==> src/rtl/pipe_wb_stage.sv <==
// Write-back stage: GPR write-data select, architectural HI/LO, a one-entry
// forward buffer for decode, and a wrapping retire counter.
module pipe_wb_stage #(
   parameter int CNT_W = 32
) (
   input  logic             clk,
   input  logic             rst,
   input  logic             w_rf,
   input  logic             w_hi,
   input  logic             w_lo,
   input  logic [2:0]       rfsource,
   input  logic [1:0]       hisource,
   input  logic [1:0]       losource,
   input  logic [4:0]       rn,
   input  logic [31:0]      alu,
   input  logic [31:0]      a,
   input  logic [31:0]      dm,
   input  logic [31:0]      pc4,
   input  logic [31:0]      counter,
   input  logic [31:0]      cp0,
   input  logic [31:0]      hi_in,
   input  logic [31:0]      lo_in,
   input  logic [31:0]      muler_hi,
   input  logic [31:0]      muler_lo,
   input  logic [31:0]      q,
   input  logic [31:0]      r,
   output logic             rf_we,
   output logic [4:0]       rf_waddr,
   output logic [31:0]      rf_wdata,
   output logic [31:0]      hi_out,
   output logic [31:0]      lo_out,
   output logic             fwd_valid,
   output logic [4:0]       fwd_addr,
   output logic [31:0]      fwd_data,
   output logic [CNT_W-1:0] retire_cnt
);

   logic [31:0]      r_hi;
   logic [31:0]      r_lo;
   logic             r_fwd_valid;
   logic [4:0]       r_fwd_addr;
   logic [31:0]      r_fwd_data;
   logic [CNT_W-1:0] r_retire_cnt;

   logic             w_we;
   logic [31:0]      w_wdata;
   logic [31:0]      w_hi_next;
   logic [31:0]      w_lo_next;
   logic             w_any_write;

   // $0 is hardwired zero, so a write to it never reaches the register file
   assign w_we        = w_rf & (rn != 5'd0);
   assign w_any_write = w_rf | w_hi | w_lo;

   // mfhi/mflo read the registered value, i.e. HI/LO before this cycle's update
   always_comb begin
      w_wdata = alu;
      case (rfsource)
         3'd0: w_wdata = alu;
         3'd1: w_wdata = dm;
         3'd2: w_wdata = pc4;
         3'd3: w_wdata = r_hi;
         3'd4: w_wdata = r_lo;
         3'd5: w_wdata = counter;
         3'd6: w_wdata = cp0;
         3'd7: w_wdata = muler_lo;
         default: w_wdata = alu;
      endcase
   end

   always_comb begin
      w_hi_next = hi_in;
      case (hisource)
         2'd0: w_hi_next = hi_in;
         2'd1: w_hi_next = muler_hi;
         2'd2: w_hi_next = r;
         2'd3: w_hi_next = a;
         default: w_hi_next = hi_in;
      endcase
   end

   always_comb begin
      w_lo_next = lo_in;
      case (losource)
         2'd0: w_lo_next = lo_in;
         2'd1: w_lo_next = muler_lo;
         2'd2: w_lo_next = q;
         2'd3: w_lo_next = a;
         default: w_lo_next = lo_in;
      endcase
   end

   always_ff @(posedge clk or posedge rst) begin
      if (rst) begin
         r_hi <= '0;
         r_lo <= '0;
      end else begin
         if (w_hi) r_hi <= w_hi_next;
         if (w_lo) r_lo <= w_lo_next;
      end
   end

   // Address/data hold on a bubble so only the valid bit needs watching
   always_ff @(posedge clk or posedge rst) begin
      if (rst) begin
         r_fwd_valid <= 1'b0;
         r_fwd_addr  <= '0;
         r_fwd_data  <= '0;
      end else begin
         r_fwd_valid <= w_we;
         if (w_we) begin
            r_fwd_addr <= rn;
            r_fwd_data <= w_wdata;
         end
      end
   end

   always_ff @(posedge clk or posedge rst) begin
      if (rst)              r_retire_cnt <= '0;
      else if (w_any_write) r_retire_cnt <= r_retire_cnt + 1'b1;
   end

   assign rf_we      = w_we;
   assign rf_waddr   = rn;
   assign rf_wdata   = w_wdata;
   assign hi_out     = r_hi;
   assign lo_out     = r_lo;
   assign fwd_valid  = r_fwd_valid;
   assign fwd_addr   = r_fwd_addr;
   assign fwd_data   = r_fwd_data;
   assign retire_cnt = r_retire_cnt;

endmodule
==> config.mk <==
export PLATFORM = sky130hd
export DESIGN_NAME = pipe_wb_stage
export DESIGN_NICKNAME = d
export VERILOG_FILES = /design/src/rtl/pipe_wb_stage.sv
export SDC_FILE = /design/constraint.sdc
export NUM_CORES = 1
export LEC_CHECK = 0
export ABC_AREA = 1
export CORE_AREA = 8 8 215 217
export DETAILED_ROUTE_END_ITERATION = 8
export DIE_AREA = 0 0 223 225
export SKIP_CTS_REPAIR_TIMING = 1
export SLEW_MARGIN = 30
export SYNTH_ARGS = -nofsm -noshare
export SYNTH_HDL_FRONTEND = slang
export SYNTH_SLANG_ARGS = --single-unit
==> constraint.sdc <==
create_clock -name clk -period 7.3 [get_ports clk]
set_input_delay 2.19 -clock clk [delete_from_list [all_inputs] [get_ports clk]]
set_output_delay 2.19 -clock clk [all_outputs]
set_load 0.01 [all_outputs]
==> results of run 1 <==
-- worst max-delay path, stage by stage --
cell             delay [ps]
buf_4                   280
buf_4                   760
nand4_1                 250
nand2_1                 200
nor2_1                  100
nand3_2                  90
clkdlybuf4s50_1         540
-- metrics by stage --
stage / setup slack, ps / hold WS [ps] / std cells / utilization [%] / power (W)
after global placement: 642 / 462 / 2468 / 36.6 / 0.00195
after CTS: 625 / 481 / 2500 / 37.9 / 0.00281
final: 668 / 478 / 2511 / 38.0 / 0.00279
after global routing: 528 / 507 / 2511 / 38.0 / 0.00291
after detailed placement: 629 / 464 / 2468 / 36.6 / 0.00195
after floorplan: 1530 / 514 / 1425 / - / 0.00129
-- metal layers --
metal / share of wire (%) / GRT usage [%] / up-vias
met3: 8.0 / 5.93 / 82
met2: 47 / 39.5 / 628
met1: 43 / 31.8 / 5975
met4: 2.3 / 8.54 / 8
met5: 0.083 / 0 / -
li1: - / - / 5746
-- state kept, by name, indices dropped and copies added (netlist names) --
name and cells:
retire_cnt 32, lo_out 32, fwd_data 32, fwd_valid 1, hi_out 32, fwd_addr 5
-- power by group --
group | switching (W) | total [W] | internal (W)
combinational | 0.000479 | 0.000990 | 0.000511
clock | 0.000408 | 0.000850 | 0.000441
sequential | 0.000117 | 0.000955 | 0.000837
total | 0.00100 | 0.00279 | 0.00179
-- cells by family (layout without fill, tap and decap cells) --
kind of cell,after synthesis,count (layout)
adder cells (fa/ha/maj),1,1
AO/OA/AOI/OAI,194,194
other,0,10
AND/OR/NAND/NOR,841,841
flip-flops,134,134
XOR/XNOR,23,23
buffers and inverters,232,762
-- worst max-delay path by stage --
stage	cells past startpoint	slack (ps)	to
2_1_floorplan	1	1530	fwd_addr[0]
3_3_place_gp	7	640	rf_wdata[14]
3_5_place_dp	7	630	rf_wdata[14]
4_1_cts	7	620	rf_wdata[14]
5_1_grt	7	530	rf_wdata[14]
6_report	7	670	rf_wdata[14]
-- synth_stat cells, types with 9 or more instances --
cell type	n	share of area, %
o21ai_1	59	3.1
nand4_1	75	4.9
nor2_1	173	6.7
xor2_1	9	0.82
nand3_1	91	4.7
a41oi_1	53	4.8
dfrtp_1	134	35
nand3_2	35	3.6
buf_2	46	2.4
o21ai_0	18	0.94
clkbuf_1	17	0.66
nand2_1	442	17
inv_1	132	5.1
a21oi_1	64	3.3
buf_4	11	0.86
buf_6	16	1.9
xnor2_1	14	1.3
-- area by class of cell --
class | count | area (um2) | area share [%]
timing repair buffer | 593 | 5910 | 36.4
multi-input combinational | 1059 | 5200 | 32.0
sequential | 134 | 3350 | 20.7
tap | 546 | 683 | 4.21
inverter | 137 | 527 | 3.25
clock buffer | 17 | 425 | 2.62
clock inverter | 15 | 115 | 0.709
antenna | 10 | 25.0 | 0.154
==> run summary, run 1 <==
Yosys reg bits = 134
vias in the first global route = 12,700
synth warn = 0
root buffer cell = clkbuf_16
Gate Count Post-Synth = 1,425
Main synth FF type = dfrtp_1
Post-synth EDFFs = 0
grt ovf = 0
VDD IR max = 0.000106 V
DRC viols = 0
post-DP HPWL = 51,800 um
Final Skew = 17.0 ps
most common cell after layout, fill and taps aside = clkdlybuf4s50_1
max_slew headroom = 39.1%
Synth Area in Adders = 0.130%
Die W = 223 um
most frequent cells in the layout = 569 x clkdlybuf4s50_1, 442 x nand2_1, 169 x nor2_1, 134 x dfrtp_1, 129 x inv_1
Simple-Gate Fraction of Synth Area = 39.4%
largest net degree at the start of global routing = 89
routed len/inst = 25.6 um
H-tree depth = 4
critical path endpoint category = primary output
R2R depth = 7
Final period util = 90.8%
first-pass GRT wire length = 90,900 um
placed cell area = 0.0156 mm2
synth-to-layout area growth = 68.6%
Setup CP Type = input port to primary output
worst hold path class = flip-flop to flip-flop
fmax = 151 MHz
pins over their slew limit = 0
Ports = 573
CTS Buf Count = 17
Worst Min Path Start = fwd_data[2]
reg2reg end = retire_cnt[20]
Initial Utilization = 22.6%
post-synthesis async set-or-reset flop share = 100%
fillers = 4,499
CP Launch Point = rfsource[0]
gr usage total = 24.5%
Worst-path clk slew = 60 ps
drt pass-1 iters = 5
Sink Count = 134
post-route cell area = 0.0162 mm2
Die Y = 225 um
setup_tns = 0 ps
maxcap violations = 0
fin nets = 2,344
TritonCTS clock tree = done
initial antenna violation count = 14
post-synthesis sequential area ratio = 34.8%
CTS Buffer Depth = 2
via-per-instance ratio = 4.95
Vias = 12,400
largest family of logic cells by synthesized area = simple AND/OR/NAND/NOR gates
P per Cell Area = 172 mW/mm2
WHS Endpoint = fwd_data[2]
hold path depth = 2
routed wire length = 64,200 um
P_leak = 6.99 nW
Final ANT Viol Nets = 0
# rows = 76
port bufs = 572
Die ar. = 0.0502 mm2
Reg-to-Reg Start = retire_cnt[0]
WP data arrival = 4440 ps
final hold violation count = 0
mux contribution to synthesized area = 0%
core footprint = 0.0427 mm2
Unique masters post-synth = 29
post-layout min period = 6630 ps
unrepaired setup endpoints after global routing = no
Synth Area in Compound Gates = 12.1%
Tightest Pin Transition = 913 ps
Post-Syn Area = 0.00963 mm2
R2R setup slack = 5640 ps
run status = complete, no violations
layout cells sized above 1 = 6.19%
placer congestion estimate = 0.951
DRT iter0 DRCs = 1,106
final setup fails = 0
crit start category = input port
crit-path max FO = 78
Critical Path RT = 5110 ps
xor and xnor fraction of the mapped netlist area = 2.09%
clk_lat worst skew = 450 ps
Mapped Avg Cell Area = 6.76 um2
post-synth net total = 1,827
(Power assumes the default switching activity.)
==> inputs of run 2 (changes only) <==
--- a/config.mk
+++ b/config.mk
@@ -6,9 +6,12 @@
 export NUM_CORES = 1
 export LEC_CHECK = 0
 export ABC_AREA = 1
-export CORE_AREA = 8 8 215 217
+export CELL_PAD_IN_SITES_DETAIL_PLACEMENT = 0
+export CELL_PAD_IN_SITES_GLOBAL_PLACEMENT = 2
+export CORE_MARGIN = 8
+export CORE_UTILIZATION = 19
 export DETAILED_ROUTE_END_ITERATION = 8
-export DIE_AREA = 0 0 223 225
+export PLACE_DENSITY_LB_ADDON = 0.1
 export SKIP_CTS_REPAIR_TIMING = 1
 export SLEW_MARGIN = 30
 export SYNTH_ARGS = -nofsm -noshare
==> run 2 against run 1 <==
Compared with the run above:
- critical path depth grew 1
- maximum frequency shrank 3.0%
- hold slack lost 1.6 ps
- first-iteration DRC count shrank 27%
- utilization shrank 5.1 points
- combinational power grew 0.5%
- via count shrank 3.7%
- clock power grew 9.2%
- final cell count grew 5.5%
- sequential power grew 0.5%
- count of clock-buffer cells in the layout is the same
- clock skew grew 1.6 ps
- critical path type unchanged
- critical endpoint is now rf_wdata[30]
- highest routed layer unchanged
==> run summary, run 2 (same netlist as run 1, synthesis figures left out) <==
initial antenna violation count = 27 (+13)
placer congestion estimate = 0.863 (-9.2%)
post-DP HPWL = 55,100 um (+6.4%)
Worst Min Path Start = fwd_data[27]
worst path buffer plus inverter count = 3 (unchanged)
pre-CTS WS = 483 ps (-147 ps)
CP peak stage delay = 780 ps (+20 ps)
via-per-instance ratio = 4.52 (-8.8%)
grt ovf = 0 (unchanged)
port bufs = 572 (unchanged)
layout cells sized above 1 = 6.28% (+0.089 points)
most common cell after layout, fill and taps aside = clkdlybuf4s50_1
fmax = 146 MHz (-3.0%)
Initial Utilization = 19.2% (-3.3 points)
placed cell area = 0.0158 mm2 (+1.3%)
drt pass-1 iters = 5 (unchanged)
critical path endpoint category = primary output
unrepaired setup endpoints after global routing = no
Final Power = 0.00288 W (+3.1%)
Critical Path RT = 5110 ps (about the same)
CP Launch Point = rfsource[1]
P per Cell Area = 175 mW/mm2 (+1.7%)
vias in the first global route = 12,300 (-2.9%)
Crit-path slowest cell = nor2_4
Ports = 573 (unchanged)
most frequent cells in the layout = 569 x clkdlybuf4s50_1, 442 x nand2_1, 169 x nor2_1, 134 x dfrtp_1, 131 x inv_1
root buffer cell = clkbuf_16
CP delay by family, top = buffers and inverters
crit-path max FO = 32 (-59%)
routed len/inst = 25.8 um (+0.72%)
synth-to-layout area growth = 71.0%
fin nets = 2,348 (+0.17%)
core footprint = 0.0501 mm2 (+17%)
# rows = 82 (+7.9%)
final hold violation count = 0 (unchanged)
post-route cell area = 0.0165 mm2 (+1.5%)
setup_tns = 0 ps (unchanged)
worst hold path class = flip-flop to flip-flop
clk_lat worst skew = 500 ps (+50 ps)
first-pass GRT wire length = 94,600 um (+4.1%)
Hold Slack = 477 ps (-1.62 ps)
gr usage total = 22.9% (-1.6 points)
worst setup margin = 462 ps (-206 ps)
crit start category = input port
H-tree depth = 4 (unchanged)
fillers = 5,593 (+24%)
final setup fails = 0 (unchanged)
Final ANT Viol Nets = 0 (unchanged)
Tightest Pin Transition = 973 ps (+59.7 ps)
pins over their slew limit = 0 (unchanged)
Die W = 241 um (+8.1%)
TritonCTS clock tree = done
CTS Buf Count = 17 (unchanged)
VDD IR max = 0.000191 V (+80%)
WP data arrival = 4650 ps (+210 ps)
DRC viols = 0 (unchanged)
Die ar. = 0.0581 mm2 (+16%)
Sink Count = 134 (unchanged)
CTS Buffer Depth = 2 (unchanged)
Reg-to-Reg Start = retire_cnt[0]
run status = complete, no violations
largest net degree at the start of global routing = 93 (+4.5%)
post-layout min period = 6840 ps (+206 ps)
Worst-path clk slew = 70 ps (about the same)
Final period util = 93.7% (+2.8 points)
P_leak = 7.03 nW (+0.53%)
Setup CP Type = input port to primary output
Die Y = 241 um (+7.2%)
CP cell instances = buf_2 > buf_4 > nor2_4 > nand3_1 > nand2_1 > nor2_1 > nand3_2 > clkdlybuf4s50_1
Vias = 12,000 (-3.7%)
maxcap violations = 0 (unchanged)
max_slew headroom = 35.0% (-4.1 points)
routed wire length = 68,300 um (+6.3%)
Final Skew = 18.6 ps (+1.60 ps)
DRT iter0 DRCs = 804 (-27%)
==> run 2: metal layers <==
metal / up-vias / track usage [%] / wire (um)
met3: 64 / 7.57 / 5230
met1: 5707 / 30.2 / 30300
met4: 16 / 7.77 / 1220
met2: 418 / 34.8 / 31400
met5: - / 0 / 116
li1: 5770 / - / -
==> run 2: final cells by class <==
type	instances	area (um2)	share of cell area, %
Antenna cell	19	47.5	0.289
Clock buffer	17	425	2.58
Clock inverter	15	159	0.965
Inverter	137	524	3.18
Multi-Input combinational cell	1059	5200	31.6
Sequential cell	134	3350	20.4
Tap cell	672	841	5.11
Timing Repair Buffer	597	5920	35.9
==> run 2: final timing paths <==
path                                   to  slack, ps  cells after the start
setup reg to reg           retire_cnt[30]       5590                      8
setup / recovery             rf_wdata[30]        460                      8
min in group asynchronous       hi_out[7]       2210                      2
hold / removal               fwd_data[27]        480                      2
max in group asynchronous    fwd_data[10]       3990                      3
hold reg to reg              fwd_data[27]        480                      2
==> run 2: stage by stage <==
step	util (%)	instances
global placement	31.6	2599
finish	32.9	2650
CTS	32.8	2631
floorplan	-	1425
detailed placement	31.6	2599
global route	32.9	2647
==> run 2: report_power, final <==
group | internal, W | switching [W] | total, W
Clock | 0.000484 | 0.000444 | 0.000928
Combinational | 0.000512 | 0.000483 | 0.000995
Sequential | 0.000837 | 0.000123 | 0.000960
==> run 2: tightest hold or removal path, delay by kind of cell, from the launching register on <==
kind          cells  cell delay [ps]
flops             1              340
simple gates      2              100
==> inputs of run 3 (changes only) <==
--- a/config.mk
+++ b/config.mk
@@ -6,6 +6,7 @@
 export NUM_CORES = 1
 export LEC_CHECK = 0
 export ABC_AREA = 1
+export ABC_CLOCK_PERIOD_IN_PS = 7300
 export CELL_PAD_IN_SITES_DETAIL_PLACEMENT = 0
 export CELL_PAD_IN_SITES_GLOBAL_PLACEMENT = 2
 export CORE_MARGIN = 8
==> results of run 3 <==
Same layout as run 2: the final DEF is identical, and so are final timing and power.
==> variant 1 (config.mk and constraints of run 1) <==
Remove the register `r_fwd_valid`: a continuous assignment takes its place, so the output `fwd_valid` follows one clock earlier.
--- a/src/rtl/pipe_wb_stage.sv
+++ b/src/rtl/pipe_wb_stage.sv
@@ -104,9 +104,7 @@
    always_ff @(posedge clk or posedge rst) begin
       if (rst) begin
-         r_fwd_valid <= 1'b0;
          r_fwd_addr  <= '0;
          r_fwd_data  <= '0;
       end else begin
-         r_fwd_valid <= w_we;
          if (w_we) begin
             r_fwd_addr <= rn;
@@ -115,4 +113,6 @@
       end
    end
+
+   assign r_fwd_valid = w_we;
 
    always_ff @(posedge clk or posedge rst) begin
Formal check against the unedited RTL: not equivalent (Yosys sat finds a counterexample within 4 cycles, from zero or initial values and one cycle with rst high).
==> variant 1 against run 1 <==
Area after synthesis is 0.18% lower; sequential cell count fell by 1; fmax fell by 5.5%; wire length is 0.43% higher; die area stayed put; worst setup slack worse by 390 ps; power is 3.6% higher; design area rose by 0.26%; non-clock buffer count is 1 lower; synthesized cell count stayed put; sequential power is 0.9% lower.
==> variant 1: results (changes against run 1) <==
syn-mean-instance-area_sq_um: 6.75  # -0.18%
dr.first_iter.drc_count: 1204  # +8.9%
synth_area_leaders: "dfrtp_1 (35%), nand2_1 (17%), nor2_1 (6.8%)"
slowest_stage: "nand3_2"
max_slew_margin: 0.388  # -0.00286
gp_congestion: 1.01  # +6.3%
post-place-ws_ps: 259  # -370 ps
synth_sequential_area_ratio: 0.346  # -0.00197
antenna_found_initial: 15  # +1
place_inst: 2467  # -0.041%
leakagePower_nw: 7.01  # +0.26%
pwr-share-comb: 0.347  # -0.007
synthTopCellsByCount: "nand2_1 (442), nor2_1 (173), dfrtp_1 (133)"
status: "finished, final reports clean"
wl_um: 64500  # +0.43%
drive_above_1_share: 0.0599  # -0.00198
cp.arrival_ps: 4830  # +390 ps
power_mw: 2.90  # +3.6%
firstDrtPassIters: 6  # +1
final_nets: 2342  # -0.085%
p_int_mw: 1.89  # +5.3%
crit_fanout: 42  # -46%
wl_per_cell_um: 25.7  # +0.39%
ir_drop_mv: 0.134  # +27%
viasPerCell: 4.96  # +0.15%
fin_skew_ps: 11.3  # -5.61 ps
track_usage: 0.248  # +0.00250
grt_start_max_net_pins: 96  # +7.9%
## variant 1: path summary, 6_finish.rpt
| check | from | to | cells after the start | slack (ps) |
|---|---|---|---|---|
| min reg2reg | fwd_data[29]$_DFFE_PP0P_ | fwd_data[29]$_DFFE_PP0P_ | 2 | 480 |
| max in group asynchronous | rst | lo_out[31]$_DFFE_PP0P_ | 3 | 3960 |
| max reg2reg | retire_cnt[0]$_DFFE_PP0P_ | retire_cnt[30]$_DFFE_PP0P_ | 8 | 5600 |
| max | rfsource[2] | rf_wdata[31] | 7 | 280 |
| min in group asynchronous | rst | fwd_data[18]$_DFFE_PP0P_ | 2 | 2210 |
| min | fwd_data[29]$_DFFE_PP0P_ | fwd_data[29]$_DFFE_PP0P_ | 2 | 480 |
## variant 1: layout make-up
cell class | instances | area, sq um
clock inverters | 13 | 173
inverters | 137 | 527
multi-input cells | 1059 | 5200
fillers | 4515 | 26400
repair buffers | 592 | 5900
diodes | 13 | 32.5
well taps | 546 | 683
clock buffers | 19 | 433
flip-flops and latches | 133 | 3330
## variant 1: per-layer routing
layer  part of all wire  vias to the layer above  track usage
met5            0.00042                        -            0
met4              0.030                        4        0.102
met3              0.087                       93       0.0746
met2               0.46                      642        0.389
met1               0.42                     5989        0.315
li1                   -                     5735            -
## variant 1: kinds of logic (layout without fill, tap and decap cells)
kind of cell	after synthesis	count (layout)	synth area share
fa+ha+maj	1	1	0.00130
flops	133	133	0.346
compound gates	194	194	0.122
other cells	0	13	0
xor+xnor	23	23	0.0210
simple gates	841	841	0.395
buf+inv	233	761	0.115
## variant 1: tightest hold or removal path: stages (launching register included)
cell and delay [ps]:
dfrtp_1 340, nand2_1 50, nand2_1 60
==> variant 2 (settings of run 1) <==
Without the edit above. Set the parameter `CNT_W` to 48 (it was 32).
--- a/src/rtl/pipe_wb_stage.sv
+++ b/src/rtl/pipe_wb_stage.sv
@@ -2,5 +2,5 @@
 // forward buffer for decode, and a wrapping retire counter.
 module pipe_wb_stage #(
-   parameter int CNT_W = 32
+   parameter int CNT_W = 48
 ) (
    input  logic             clk,
Ports: changed (resized retire_cnt); port bits go from 573 to 589. No check against the original RTL was run, so the function may have changed too.
==> variant 2 against run 1 <==
Die area stayed put; sequential cell count is 16 higher; worst setup slack worse by 280 ps; fmax is 4.0% lower; design area is 6.4% higher; area after synthesis is 4.7% higher; wire length is 0.61% higher; critical endpoint is now rf_wdata[5]; count of clock-buffer cells in the layout is 4 higher; core utilization is 2.4 points higher; power is 4.5% higher; non-clock buffer count is 21 higher; clock skew is 1.9 ps lower.
==> variant 2: results (changes against run 1) <==
viasPerCell: 4.92  # -0.73%
synth_area_leaders: "dfrtp_1 (37%), nand2_1 (14%), inv_1 (11%)"
dp_hpwl_um: 51800  # about the same
drive_above_1_share: 0.0408  # -0.0211
fin_hold_ws_ps: 479  # +0.917 ps
rr_endpoint: "retire_cnt[44]$_DFFE_PP0P_"
antenna_found_initial: 6  # -8
synthTopCellsByCount: "nand2_1 (375), inv_1 (303), nor2_1 (184)"
synth_cell_type_count: 28  # -3.4%
synthAdderAreaFrac: 0.00124  # -0.0000587
cp.arrival_ps: 4720  # +280 ps
grt_pass1_wl_um: 92400  # +1.6%
wl_per_cell_um: 24.3  # -5.0%
clk_pin_slew_ps: 70
hold_end: "fwd_data[18]$_DFFE_PP0P_"
synth_sequential_area_ratio: 0.372  # +0.0240
port-buffer-count: 588  # +2.8%
wl_um: 64600  # +0.61%
max_slew.worst_pin.slew_ps: 916  # +2.74 ps
synth_nets: 1933  # +5.8%
gp_congestion: 0.981  # +3.2%
cts.path.max_buffers: 2  # unchanged
dpl_cell_area_sq_mm: 0.0167  # +6.8%
worst-r2r-setup-slack_ps: 5420  # -220 ps
track_usage: 0.248  # +0.00253
fin_skew_ps: 15.0  # -1.93 ps
leakagePower_nw: 7.88  # +13%
dr.first_iter.drc_count: 1203  # +8.8%
ir_drop_mv: 0.149  # +41%
final_nets: 2496  # +6.5%
synthXorXnorAreaFrac: 0.0287  # +0.00774
syn-mean-instance-area_sq_um: 6.59  # -2.5%
ff2ff_path_depth: 8  # +1
synth-compound-area-share: 0.178  # +0.0567
crit_fanout: 18  # -77%
post-place-ws_ps: 377  # -252 ps
grt_pass1_vias: 13400  # +5.5%
place_inst: 2621  # +6.2%
hold_class: "flip-flop to flip-flop"
min_path_cells: 2  # unchanged
status: "finished, final reports clean"
holdCritStartpoint: "fwd_data[18]$_DFFE_PP0P_"
variant 2: changes by cell type after synthesis, moves of 27 or more:
| cell | change |
|---|---|
| o22ai_1 | +98 |
| a21oi_1 | +32 |
| a22oi_1 | +31 |
| nand4_1 | -59 |
| inv_1 | +171 |
| o21ai_1 | -59 |
| nand2_1 | -67 |
| a41oi_1 | -27 |
| nand3_2 | -35 |
variant 2: kinds of logic (layout without fill, tap and decap cells):
family,count (synthesis),after routing
flops,150,150
fa+ha+maj,1,1
simple gates,673,673
buf+inv,376,951
other cells,0,6
xor+xnor,33,33
compound gates,298,298
variant 2: how the worst max path moves through the flow:
stage,start,to,slack [ps]
floorplan,rst,fwd_addr[0]$_DFFE_PP0P_,1070
global placement,rfsource[0],rf_wdata[5],440
detailed placement,rfsource[0],rf_wdata[5],380
CTS,rfsource[0],rf_wdata[5],370
global route,rfsource[0],rf_wdata[5],240
finish,rfsource[0],rf_wdata[5],390
variant 2: layer usage:
layer  share of wire  GRT usage  up-vias
met5               0          0        -
met4           0.029     0.0828        0
met3           0.081     0.0618       79
met2            0.48      0.425      686
met1            0.41      0.301     6296
li1                -          -     6010
variant 2: final cells by class:
| type | instances | area, sq um |
|---|---|---|
| fillers | 4421 | 25400 |
| repair buffers | 614 | 6160 |
| multi-input cells | 1005 | 4950 |
| flip-flops and latches | 150 | 3750 |
| inverters | 306 | 1160 |
| well taps | 546 | 683 |
| clock buffers | 21 | 460 |
| clock inverters | 10 | 96.3 |
| diodes | 6 | 15.0 |
variant 2: worst max-delay path, cell delays in order:
cell             delay (ps)
clkdlybuf4s50_1         550
inv_1                   210
nand3_2                 460
buf_12                  370
nor2_1                  100
nor2_1                   50
nand3_1                 110
clkdlybuf4s50_1         640
variant 2: where the power goes:
| part | internal (mW) | switching (mW) | total (mW) |
|---|---|---|---|
| clock network | 0.488 | 0.401 | 0.889 |
| logic | 0.519 | 0.503 | 1.02 |
| registers | 0.925 | 0.0841 | 1.01 |
| total | 1.93 | 0.988 | 2.92 |
variant 2: metrics by stage:
stage	utilization	total power, mW
2_1_floorplan	-	1.36
3_3_place_gp	0.390	2.04
3_5_place_dp	0.391	2.04
4_1_cts	0.404	2.95
5_1_grt	0.404	3.05
6_report	0.404	2.92
